==> config.mk <==
export PLATFORM = sky130hd
export DESIGN_NAME = uart_tx_param
export DESIGN_NICKNAME = d
export VERILOG_FILES = /design/src/rtl/uart_tx_param.sv
export SDC_FILE = /design/constraint.sdc
export NUM_CORES = 1
export LEC_CHECK = 0
export BUFFER_PORTS_ARGS = -buffer_cell sky130_fd_sc_hd__buf_2
export CORE_MARGIN = 4
export CORE_UTILIZATION = 40
export DETAILED_ROUTE_END_ITERATION = 10
export HOLD_SLACK_MARGIN = 0.08
export PLACE_DENSITY = 0.65
export SLEW_MARGIN = 15
export SYNTH_ARGS = -nofsm -noshare
export SYNTH_HDL_FRONTEND = slang
export SYNTH_SLANG_ARGS = --single-unit
==> constraint.sdc <==
create_clock -name clk -period 4.2 [get_ports clk]
set_input_delay 0 -clock clk [delete_from_list [all_inputs] [get_ports clk]]
set_output_delay 0 -clock clk [all_outputs]
set_load 0.01 [all_outputs]
==> src/rtl/uart_tx_param.sv <==
// uart_tx_param: FIFO-buffered UART transmitter with built-in baud divider.
module uart_tx_param #(
  parameter int CLK_DIV    = 5208,
  parameter int DATA_BITS  = 8,
  parameter int PARITY     = 0,
  parameter int STOP_BITS  = 1,
  parameter int FIFO_DEPTH = 4
) (
  input  logic                          clk,
  input  logic                          rst,
  input  logic [DATA_BITS-1:0]          tx_data,
  input  logic                          tx_valid,
  output logic                          tx_ready,
  output logic                          serial_tx,
  output logic                          busy,
  output logic [$clog2(FIFO_DEPTH):0]   fifo_level
);
  localparam int AW = $clog2(FIFO_DEPTH);
  localparam int LW = AW + 1;
  localparam int DW = $clog2(CLK_DIV);
  typedef enum logic [2:0] {S_IDLE, S_START, S_DATA, S_PAR, S_STOP} state_t;
  state_t r_state, w_state_n;
  logic [DATA_BITS-1:0] r_mem [FIFO_DEPTH];
  logic [AW-1:0] r_wptr, r_rptr;
  logic [LW-1:0] r_level, w_level_n;
  logic r_ready, r_tx, r_par, w_par_n, w_tx_n, w_push, w_pop, w_tick, w_nonempty;
  logic [DW-1:0] r_div;
  logic [3:0] r_bit, w_bit_n;
  logic [DATA_BITS-1:0] r_shift, w_shift_n, w_head;
  assign w_push     = tx_valid && r_ready;
  assign w_nonempty = r_level != '0;
  assign w_head     = r_mem[r_rptr];
  assign w_tick     = r_div == DW'(CLK_DIV - 1);
  assign w_level_n  = r_level + LW'(w_push) - LW'(w_pop);
  assign tx_ready   = r_ready;
  assign serial_tx  = r_tx;
  assign busy       = r_state != S_IDLE;
  assign fifo_level = r_level;
  always_ff @(posedge clk)
    if (w_push) r_mem[r_wptr] <= tx_data;
  // tx_ready is registered from the post-update level so it never depends on a same-cycle pop
  always_ff @(posedge clk) begin
    if (rst) begin
      r_wptr  <= '0;
      r_rptr  <= '0;
      r_level <= '0;
      r_ready <= 1'b1;
    end else begin
      if (w_push) r_wptr <= r_wptr + AW'(1);
      if (w_pop) r_rptr <= r_rptr + AW'(1);
      r_level <= w_level_n;
      r_ready <= w_level_n != LW'(FIFO_DEPTH);
    end
  end
  always_ff @(posedge clk) begin
    if (rst) begin
      r_state <= S_IDLE;
      r_div   <= '0;
      r_bit   <= '0;
      r_shift <= '0;
      r_par   <= 1'b0;
      r_tx    <= 1'b1;
    end else begin
      r_state <= w_state_n;
      r_div   <= (r_state == S_IDLE || w_tick) ? '0 : r_div + DW'(1);
      r_bit   <= w_bit_n;
      r_shift <= w_shift_n;
      r_par   <= w_par_n;
      r_tx    <= w_tx_n;
    end
  end
  always_comb begin
    w_state_n = r_state;
    w_bit_n   = r_bit;
    w_shift_n = r_shift;
    w_par_n   = r_par;
    w_pop     = 1'b0;
    case (r_state)
      S_IDLE:  w_pop = w_nonempty;
      S_START: if (w_tick) w_state_n = S_DATA;
      S_DATA: if (w_tick) begin
        w_shift_n = r_shift >> 1;
        w_bit_n   = r_bit + 4'd1;
        if (r_bit == 4'(DATA_BITS - 1)) begin
          w_state_n = (PARITY != 0) ? S_PAR : S_STOP;
          w_bit_n   = '0;
        end
      end
      S_PAR:   if (w_tick) w_state_n = S_STOP;
      S_STOP: if (w_tick) begin
        w_bit_n = r_bit + 4'd1;
        if (r_bit == 4'(STOP_BITS - 1)) begin
          w_pop     = w_nonempty;
          w_state_n = S_IDLE;
          w_bit_n   = '0;
        end
      end
      default: w_state_n = S_IDLE;
    endcase
    // Loading a word always starts a fresh frame, from IDLE or straight out of STOP
    if (w_pop) begin
      w_state_n = S_START;
      w_shift_n = w_head;
      w_par_n   = (PARITY == 1) ? ~^w_head : ^w_head;
      w_bit_n   = '0;
    end
    w_tx_n = (w_state_n == S_START) ? 1'b0 :
             (w_state_n == S_DATA)  ? w_shift_n[0] :
             (w_state_n == S_PAR)   ? w_par_n : 1'b1;
  end
endmodule

======== After elaboration in Yosys (flattened, before gate mapping) ========
Memory sizes are Yosys's and may differ from the RTL's. A register that Yosys moved wholly into a read port is not among the register bits.
Cells that the tools add are included.
word-level totals
  memories ................................ 1
  word-level logic and storage cells ...... 71
  register bits ........................... 38
  bits in writable memories ............... 32
memories
  memory  words  bits a word  read ports  clocked after Yosys merged registers in  write ports  RTL line  source
  r_mem   4      8            1           1                                        1            23        logic [DATA_BITS-1:0] r_mem [FIFO_DEPTH];
cells by class
  $add $sub $neg .......................... 6
  muxes and demuxes ....................... 27
  eq/ne operators ......................... 12
  reduce and logical (&&, ||, !) cells .... 14
operators with widths
  kind                     count
  $mux W8                  3
  $mux W3                  7
  $mux W4                  4
  $pmux W3 S5              1
  $add A13 B1 Y13 const B  1
  $eq A13 B13 Y1 const B   1
  $eq A3 B2 Y1 const B     4
  $mux W1                  8
  $pmux W4 S2              1
  $reduce_xor A8 Y1        1
  $eq A3 B1 Y1 const B     2
  $reduce_bool A2 Y1       3
  $reduce_bool A3 Y1       2
  $add A2 B1 Y2 const B    2
  $add A4 B1 Y4 const B    1
  $eq A4 B3 Y1 const B     1
  $logic_not A4 Y1         1
  $mux W2                  2
  $ne A2 B2 Y1 const B     2
  $reduce_or A2 Y1         2
  $add A3 B1 Y3            1
  $eq A3 B3 Y1 const B     1
  $logic_not A3 Y1         1
  $ne A3 B3 Y1 const B     1
  6 further kinds          6

======== Depth between registers and ports, before layout ========
Gate-level depths: netlist (run 1).
  depth after elaboration ................. 9
  gate-level depth with buffers ........... 15
  depth with buffers taken out ............ 14

======== Least setup slack after synthesis (run 1) ========
OpenSTA, ideal clock, no wires.
  path type ............................... reg2reg
  from .................................... register r_div[3]
  to ...................................... register r_ready (netlist: tx_ready)
  arrival ................................. 3.253 ns
  stages on the path, launching flop included .. 15
  data required time ...................... 4.083 ns
  library setup time ...................... 0.117 ns
  period minus slack after synthesis ...... 3.371 ns
  path slack .............................. 0.829 ns
  path through ............................ dfxtp_1 > or4_1 > or4_4 > o21ai_0 > nand3_1 > inv_1 > buf_2 > ha_1 > inv_1 > ha_1 > fa_1 > xnor2_1 > xnor2_1 > nor2_1 > nand2_1
between the ends
  longest elaborated chain between the ends .. 5
RTL lines
  item                    RTL line  source
  start, declared         27        logic [DW-1:0] r_div;
  start signal, assigned  65        r_div <= (r_state == S_IDLE || w_tick) ? '0 : r_div + DW'(1);
  $eq A13 B13 Y1          33        assign w_tick = r_div == DW'(CLK_DIV - 1);
  $mux W1                 90        S_STOP: if (w_tick) begin
  $pmux W1 S2             78        case (r_state)
  via w_pop               26        logic r_ready, r_tx, r_par, w_par_n, w_tx_n, w_push, w_pop, w_tick, w_nonempty;
  $sub A3 B1 Y3           34        assign w_level_n = r_level + LW'(w_push) - LW'(w_pop);
  $ne A3 B3 Y1            52        r_ready <= w_level_n != LW'(FIFO_DEPTH);
  end signal, assigned    52
  end, declared           26
The timed path passes the listed nets, and every way through them passes these cells.
A chain may end at the register's enable or synchronous reset.

======== Worst setup path after layout (run 1) ========
  from .................................... register r_div[3]
  to ...................................... register r_ready (netlist: tx_ready)
between the ends
  longest elaborated chain between the ends .. 5
RTL lines
  item            RTL line
  $eq A13 B13 Y1  33
  $mux W1         90
  $pmux W1 S2     78
  $sub A3 B1 Y3   34
  $ne A3 B3 Y1    52
Every way passes these cells.

==> results of run 1 <==
power breakdown:
group	internal [mW]	switching [mW]
combinational	0.288	0.283
sequential	0.853	0.0813
clock	0.275	0.249
total	1.42	0.614
cells by family (layout without fill, tap and decap cells):
family	after synthesis	after routing	share of synthesized area [%]
and+or+nand+nor	91	91	14.8
DFF	72	72	57.2
AOI/OAI and AO/OA	24	24	5.52
xor gates and xnor gates	24	24	6.82
buffers and inverters	23	54	2.92
muxes	16	16	8.45
adders and majority gates	10	10	4.31
flip-flops by register name, summed over array words and instances (netlist names), named ones only:
signal	cells
r_bit	4
r_wptr	2
r_par	1
r_state	3
r_div	13
r_rptr	2
r_mem	32
r_shift	8
serial_tx	1
tx_ready	1
fifo_level	3
final cells by class:
class                      count  area [µm²]
fill                         679        3830
sequential                    72        1760
multi-input combinational    165        1230
timing repair buffer          28         195
clock buffer                  11         131
tap                           99         124
clock inverter                 5        57.6
inverter                      10        37.5
synth_stat cells (all sizes together), types with 2 or more instances:
| cell | number |
|---|---|
| nand4 | 3 |
| nand2 | 13 |
| o21ai | 3 |
| ha | 9 |
| or4 | 3 |
| dfxtp | 40 |
| inv | 10 |
| nor2 | 37 |
| xor2 | 6 |
| edfxtp | 32 |
| nand3 | 7 |
| a211oi | 7 |
| mux4 | 8 |
| and3 | 8 |
| or3 | 5 |
| nor3 | 5 |
| nor2b | 3 |
| buf | 3 |
| mux2i | 8 |
| o21a | 2 |
| o211ai | 2 |
| xnor2 | 18 |
| a21oi | 5 |
| clkbuf | 10 |
how the worst max path moves through the flow:
stage               end  slack (ns)  cells past startpoint
3_3_place_gp   tx_ready        0.94                     13
3_5_place_dp   tx_ready        0.83                     13
2_1_floorplan  tx_ready        0.83                     14
5_1_grt        tx_ready        0.56                     13
6_report       tx_ready        0.86                     13
4_1_cts        tx_ready        0.83                     13
metal layers:
layer,wire length [µm],vias up
met3,189,4
li1,-,975
met4,42,0
met5,0,-
met1,2290,905
met2,2550,19
per-stage QoR:
step,hold WS (ns),worst slack [ns],instance area (µm²),total power [mW]
floorplan,0.0716,0.829,3080,1.39
CTS,0.387,0.826,3540,2.06
global placement,0.213,0.941,3250,1.52
finish,0.408,0.860,3540,2.03
global route,0.403,0.562,3540,2.17
detailed placement,0.219,0.832,3250,1.52
layout by cell type, fill, tap and decap left out, types with 2 or more instances in the layout:
master / Yosys / layout
nand3_1: 7 / 7
nor2_1: 37 / 37
mux4_2: 8 / 8
xnor2_1: 18 / 18
o21a_1: 2 / 2
dfxtp_1: 40 / 40
clkbuf_8: 0 / 9
dlygate4sd3_1: 0 / 10
inv_1: 10 / 10
clkinv_4: 0 / 2
o211ai_1: 2 / 2
mux2i_1: 8 / 8
nor2b_1: 3 / 3
clkinv_2: 0 / 2
clkbuf_1: 9 / 2
nand2_1: 13 / 13
and3_1: 8 / 8
or4_4: 2 / 2
ha_1: 9 / 9
a211oi_1: 6 / 6
nor3_1: 5 / 5
xor2_1: 6 / 6
buf_4: 0 / 2
buf_2: 2 / 16
or3_1: 5 / 5
a21oi_1: 5 / 5
o21ai_0: 3 / 3
edfxtp_1: 32 / 32
nand4_1: 3 / 3
==> flow_summary.ini, run 1 <==
[yosys]
syn_area_mm2 = 0.00308
synth_cells = 260
ys_warn_count = 0
dominantRegCellSynth = dfxtp_1
netlist.area_leader.share_pct = 31.2
synth_nets = 281
syn_avg_cell_area_um2 = 11.8
ys_seq_elements = 72
ys_seq_area_share_pct = 57.2
yosysTopAreaCell = edfxtp_1
yosysUniqueCellTypes = 41
yosys-top-cells-area = edfxtp_1, dfxtp_1, mux4_2, xnor2_1, nor2_1
synth_edf_count = 32
async_flop_share_pct = 0

[die]
std_cell_rows = 31
die_w_um = 95.8
die_h_um = 95.8
start_util_pct = 41.8
io_pins = 17
core_area_mm2 = 0.00737
dieArea_mm2 = 0.00917

[global_routing]
grt_pass1_wl_um = 9110
busiest_layer = met2
grt_usage_pct = 13.1
grt_pass1_vias = 1984
grt_max_degree = 24
grt_use_met3_pct = 5.39
grt_util_met2_pct = 21.2
globalRoute.totalOverflow = 0
antenna_found_initial = 0
grt_util_met1_pct = 16.3

[pwr]
p_leak_nw = 1.32
ir_worst_vdd_v = 0.000357
power_density_mw_per_mm2 = 574

[clock_network]
cts_hold_buf = 10
post-cts-setup-buffers = 0
cts_buffer_depth = 2
cts-root-buf = clkbuf_8
insertion_delay_ns = 0.34
cts_tree = built
cts.repair.resized = 0
path_clk_slew_ns = 0.08
cts_buffers = 9
cts_num_sinks = 72
h-tree-depth = 3

[cells_and_area]
drive_above_1_share_pct = 15.1
areaGrowthSynthToFinish_pct = 14.8
nNetsFinal = 307
n_antenna_cell = 0
fin_util_pct = 48.0
stdcell_count = 390

[drt]
first_pass_iters = 4
drcViolationCount = 0
routed_wl_um = 5070
via_per_inst = 4.88
drt_iter0_drc = 47
vias = 1903
antenna_left = 0
wl_per_cell_um = 13.0

[worst_setup_path]
crit_buf_inv = 2
crit_fanout = 12
r2r_end = tx_ready
path_class = flop to flop
crit_family = simple AND/OR/NAND/NOR gates
start_kind = flop
critPathMaxStageDelay_ns = 0.60
r2r_start = r_div[3]
required_ns = 4.44
r2r_slack_ns = 0.86
cp_slowest_cell = or4_4
worst_setup_path_end_kind = flop
path_cells = or4_1 > or4_4 > o21ai_0 > nand3_1 > inv_1 > ha_1 > inv_1 > ha_1 > fa_1 > xnor2_1 > xnor2_1 > nor2_1 > nand2_1
cp.arrival_ns = 3.58
r2r_cells = 13
critPathLaunch = r_div[3]

[timing]
slew_viol_final = 0
final.period_utilization_pct = 79.5
setup-tns-final_ns = 0
max_freq_ghz = 0.299
final-hold-violation-count = 0
min_period_ns = 3.34
setup_viol = 0
skew_ns = 0.00963
worst_pin_slew_ns = 0.564
rsz0062_at_grt = false
slew-limit-headroom_pct = 62.4

[min_path]
min_to = r_mem[3][7]
hp-class = input port to flop
hp-start = tx_data[7]
hold_depth = 2

[job]
drv_cap = 0

[outcome]
status = finished clean

[place]
port_buffers = 16
dp_cells = 364
post-dp-hpwl_um = 3420
place_congestion = 0.778
Note: power is estimated with default switching activity, not from simulation.
==> inputs of run 2 (changes only) <==
--- a/config.mk
+++ b/config.mk
@@ -5,6 +5,7 @@
 export SDC_FILE = /design/constraint.sdc
 export NUM_CORES = 1
 export LEC_CHECK = 0
+export ABC_AREA = 1
 export BUFFER_PORTS_ARGS = -buffer_cell sky130_fd_sc_hd__buf_2
 export CORE_MARGIN = 4
 export CORE_UTILIZATION = 40
==> constraint.sdc (replaced) <==
create_clock -name clk -period 3.25 [get_ports clk]
set_input_delay 0 -clock clk [delete_from_list [all_inputs] [get_ports clk]]
set_output_delay 0 -clock clk [all_outputs]
set_load 0.01 [all_outputs]
==> flow_summary.ini, run 2 <==
[pwr]
totalPowerFinal_mw = 3.00
power_density_mw_per_mm2 = 768
ir_worst_vdd_v = 0.000399
swShare_pct = 37.3
comb_power_share_pct = 34.9
pwr-share-clk_pct = 25.0
power_frac_seq_pct = 40.1
p_sw_mw = 1.12
p_int_mw = 1.88
p_leak_nw = 1.64

[place]
dp_slack_ns = 0.685
port_buffers = 16
place_area_mm2 = 0.00362
post-dp-hpwl_um = 4580
place_congestion = 0.811

[yosys]
dominantRegCellSynth = dfxtp_1
yosysTopAreaCell = edfxtp_1
synthMostInstantiatedCell = nand2_1
ys_warn_count = 0
syn_area_mm2 = 0.00348
ys_seq_elements = 72
yosys-top-cells-area = edfxtp_1, dfxtp_1, nand2_1, inv_1, nand3_1
synth_edf_count = 32
ys_seq_area_share_pct = 50.6
syn_avg_cell_area_um2 = 8.30
netlist.area_leader.share_pct = 27.6
yosysUniqueCellTypes = 36
async_flop_share_pct = 0
synth_cells = 419
yosys-top-cells-count = nand2_1, inv_1, dfxtp_1
synth_nets = 440

[cells_and_area]
final_common_cell = nand2_1
n_antenna_cell = 0
nFillCells = 809
stdcell_area_mm2 = 0.00391
drive_above_1_share_pct = 13.1
largest_reg_flops = 32
reg.largest.list = r_mem x32, r_div x13, r_shift x8
mostFrequentLayoutCells = nand2_1, inv_1, dfxtp_1, edfxtp_1, nor2_1
regMostFlops = r_mem
areaGrowthSynthToFinish_pct = 12.4
nNetsFinal = 468
fin_util_pct = 46.9

[die]
core_area_mm2 = 0.00834
dieArea_mm2 = 0.0103
die_h_um = 101
std_cell_rows = 33
start_util_pct = 41.7
io_pins = 17
die_w_um = 101

[timing]
max_freq_ghz = 0.396
setup_viol = 0
slew_viol_final = 0
min_period_ns = 2.52
fin_ws_ns = 0.726
skew_ns = 0.00835
setup-tns-final_ns = 0
rsz0062_at_grt = false
worst_pin_slew_ns = 0.915
final-hold-violation-count = 0
final.period_utilization_pct = 77.7
slew-limit-headroom_pct = 38.8

[worst_setup_path]
start_kind = flop
required_ns = 3.48
cp.arrival_ns = 2.76
path_class = flop to flop
crit_fanout = 13
worst_setup_path_end_kind = flop

[clock_network]
cts_buffer_depth = 2
cts_num_sinks = 72
cts_buffers = 9
cts.repair.resized = 0
insertion_delay_ns = 0.35
path_clk_slew_ns = 0.08
cts-root-buf = clkbuf_8
cts_tree = built
h-tree-depth = 3
post-cts-setup-buffers = 0

[drt]
drcViolationCount = 0
antenna_left = 0
vias = 2699
drt_iter0_drc = 97
routed_wl_um = 6510
first_pass_iters = 4
via_per_inst = 4.85
wl_per_cell_um = 11.7

[global_routing]
globalRoute.totalOverflow = 0
grt_usage_pct = 14.5
grt_pass1_wl_um = 11700
grt_max_degree = 19
grt_pass1_vias = 2642
antenna_found_initial = 0

[min_path]
hp-class = input port to flop

[job]
drv_cap = 0

[outcome]
status = finished clean
[run 2: cell count changes after synthesis, sizes merged, moves of 9 or more]
cell,delta
nand2,+126
clkbuf,-9
nand3,+28
inv,+45
a21oi,+22
xnor2,-18
[run 2: kinds of logic after synthesis]
logic type                 share of synthesized area, %
AOI/OAI and AO/OA                                  7.81
xor gates and xnor gates                          0.252
adders and majority gates                          3.81
buffers and inverters                              8.42
DFF                                                50.6
and+or+nand+nor                                    29.1
[run 2: power by group through the flow]
stage	combinational [mW]	clock [mW]	sequential (mW)
after floorplan	0.910	0	1.18
after global placement	1.01	0	1.22
after detailed placement	1.05	0	1.22
after CTS	1.06	0.777	1.21
after global routing	1.23	0.809	1.23
final	1.05	0.752	1.20
[run 2: through the flow]
stage / cells / hold WS (ns)
after global placement: 532 / 0.213
after CTS: 557 / 0.116
final: 557 / 0.125
after detailed placement: 532 / 0.216
after floorplan: 419 / 0.0989
after global routing: 557 / 0.176
[run 2: repair_timing]
item                                   in CTS  in global routing
endpoints found under the hold margin      42                  0
setup endpoints to repair                   0                  0
hold buffers                                9                  0
[run 2: layer usage]
metal | share of wire [%] | track usage (%)
met1 | 47 | 17.9
met2 | 47 | 24.2
met3 | 3.5 | 3.86
met4 | 1.9 | 5.62
met5 | 0 | 0
[run 2: final timing paths]
check                           startpoint        end  slack (ns)  cells past startpoint
worst min-delay path              tx_valid  r_wptr[1]        0.13                      3
worst min register to register    r_div[0]   r_div[0]        0.46                      1
worst max register to register    r_div[0]   tx_ready        0.73                     17
worst max-delay path              r_div[0]   tx_ready        0.73                     17
[run 2: area by class of cell]
type                    count  area (µm²)  share of cell area, %
clock buffers              12         135                   3.45
clock inverters             4        68.8                   1.76
inverters                  56         220                   5.63
multi-input cells         283        1420                   36.4
flip-flops and latches     72        1760                   45.0
well taps                 105         131                   3.36
repair buffers             25         170                   4.35
[run 2: critical path, cell delays in order, from the launching register on]
cell	delay (ns)
dfxtp_1	0.33
ha_1	0.21
nand2_1	0.09
clkinv_1	0.09
nand3_2	0.09
nor2_2	0.05
nand3_2	0.07
nand2_2	0.07
nand2_4	0.13
inv_6	0.08
ha_1	0.28
inv_1	0.04
ha_1	0.18
fa_1	0.39
nand2_1	0.08
nand2_1	0.04
nor2_1	0.13
nand3_1	0.08
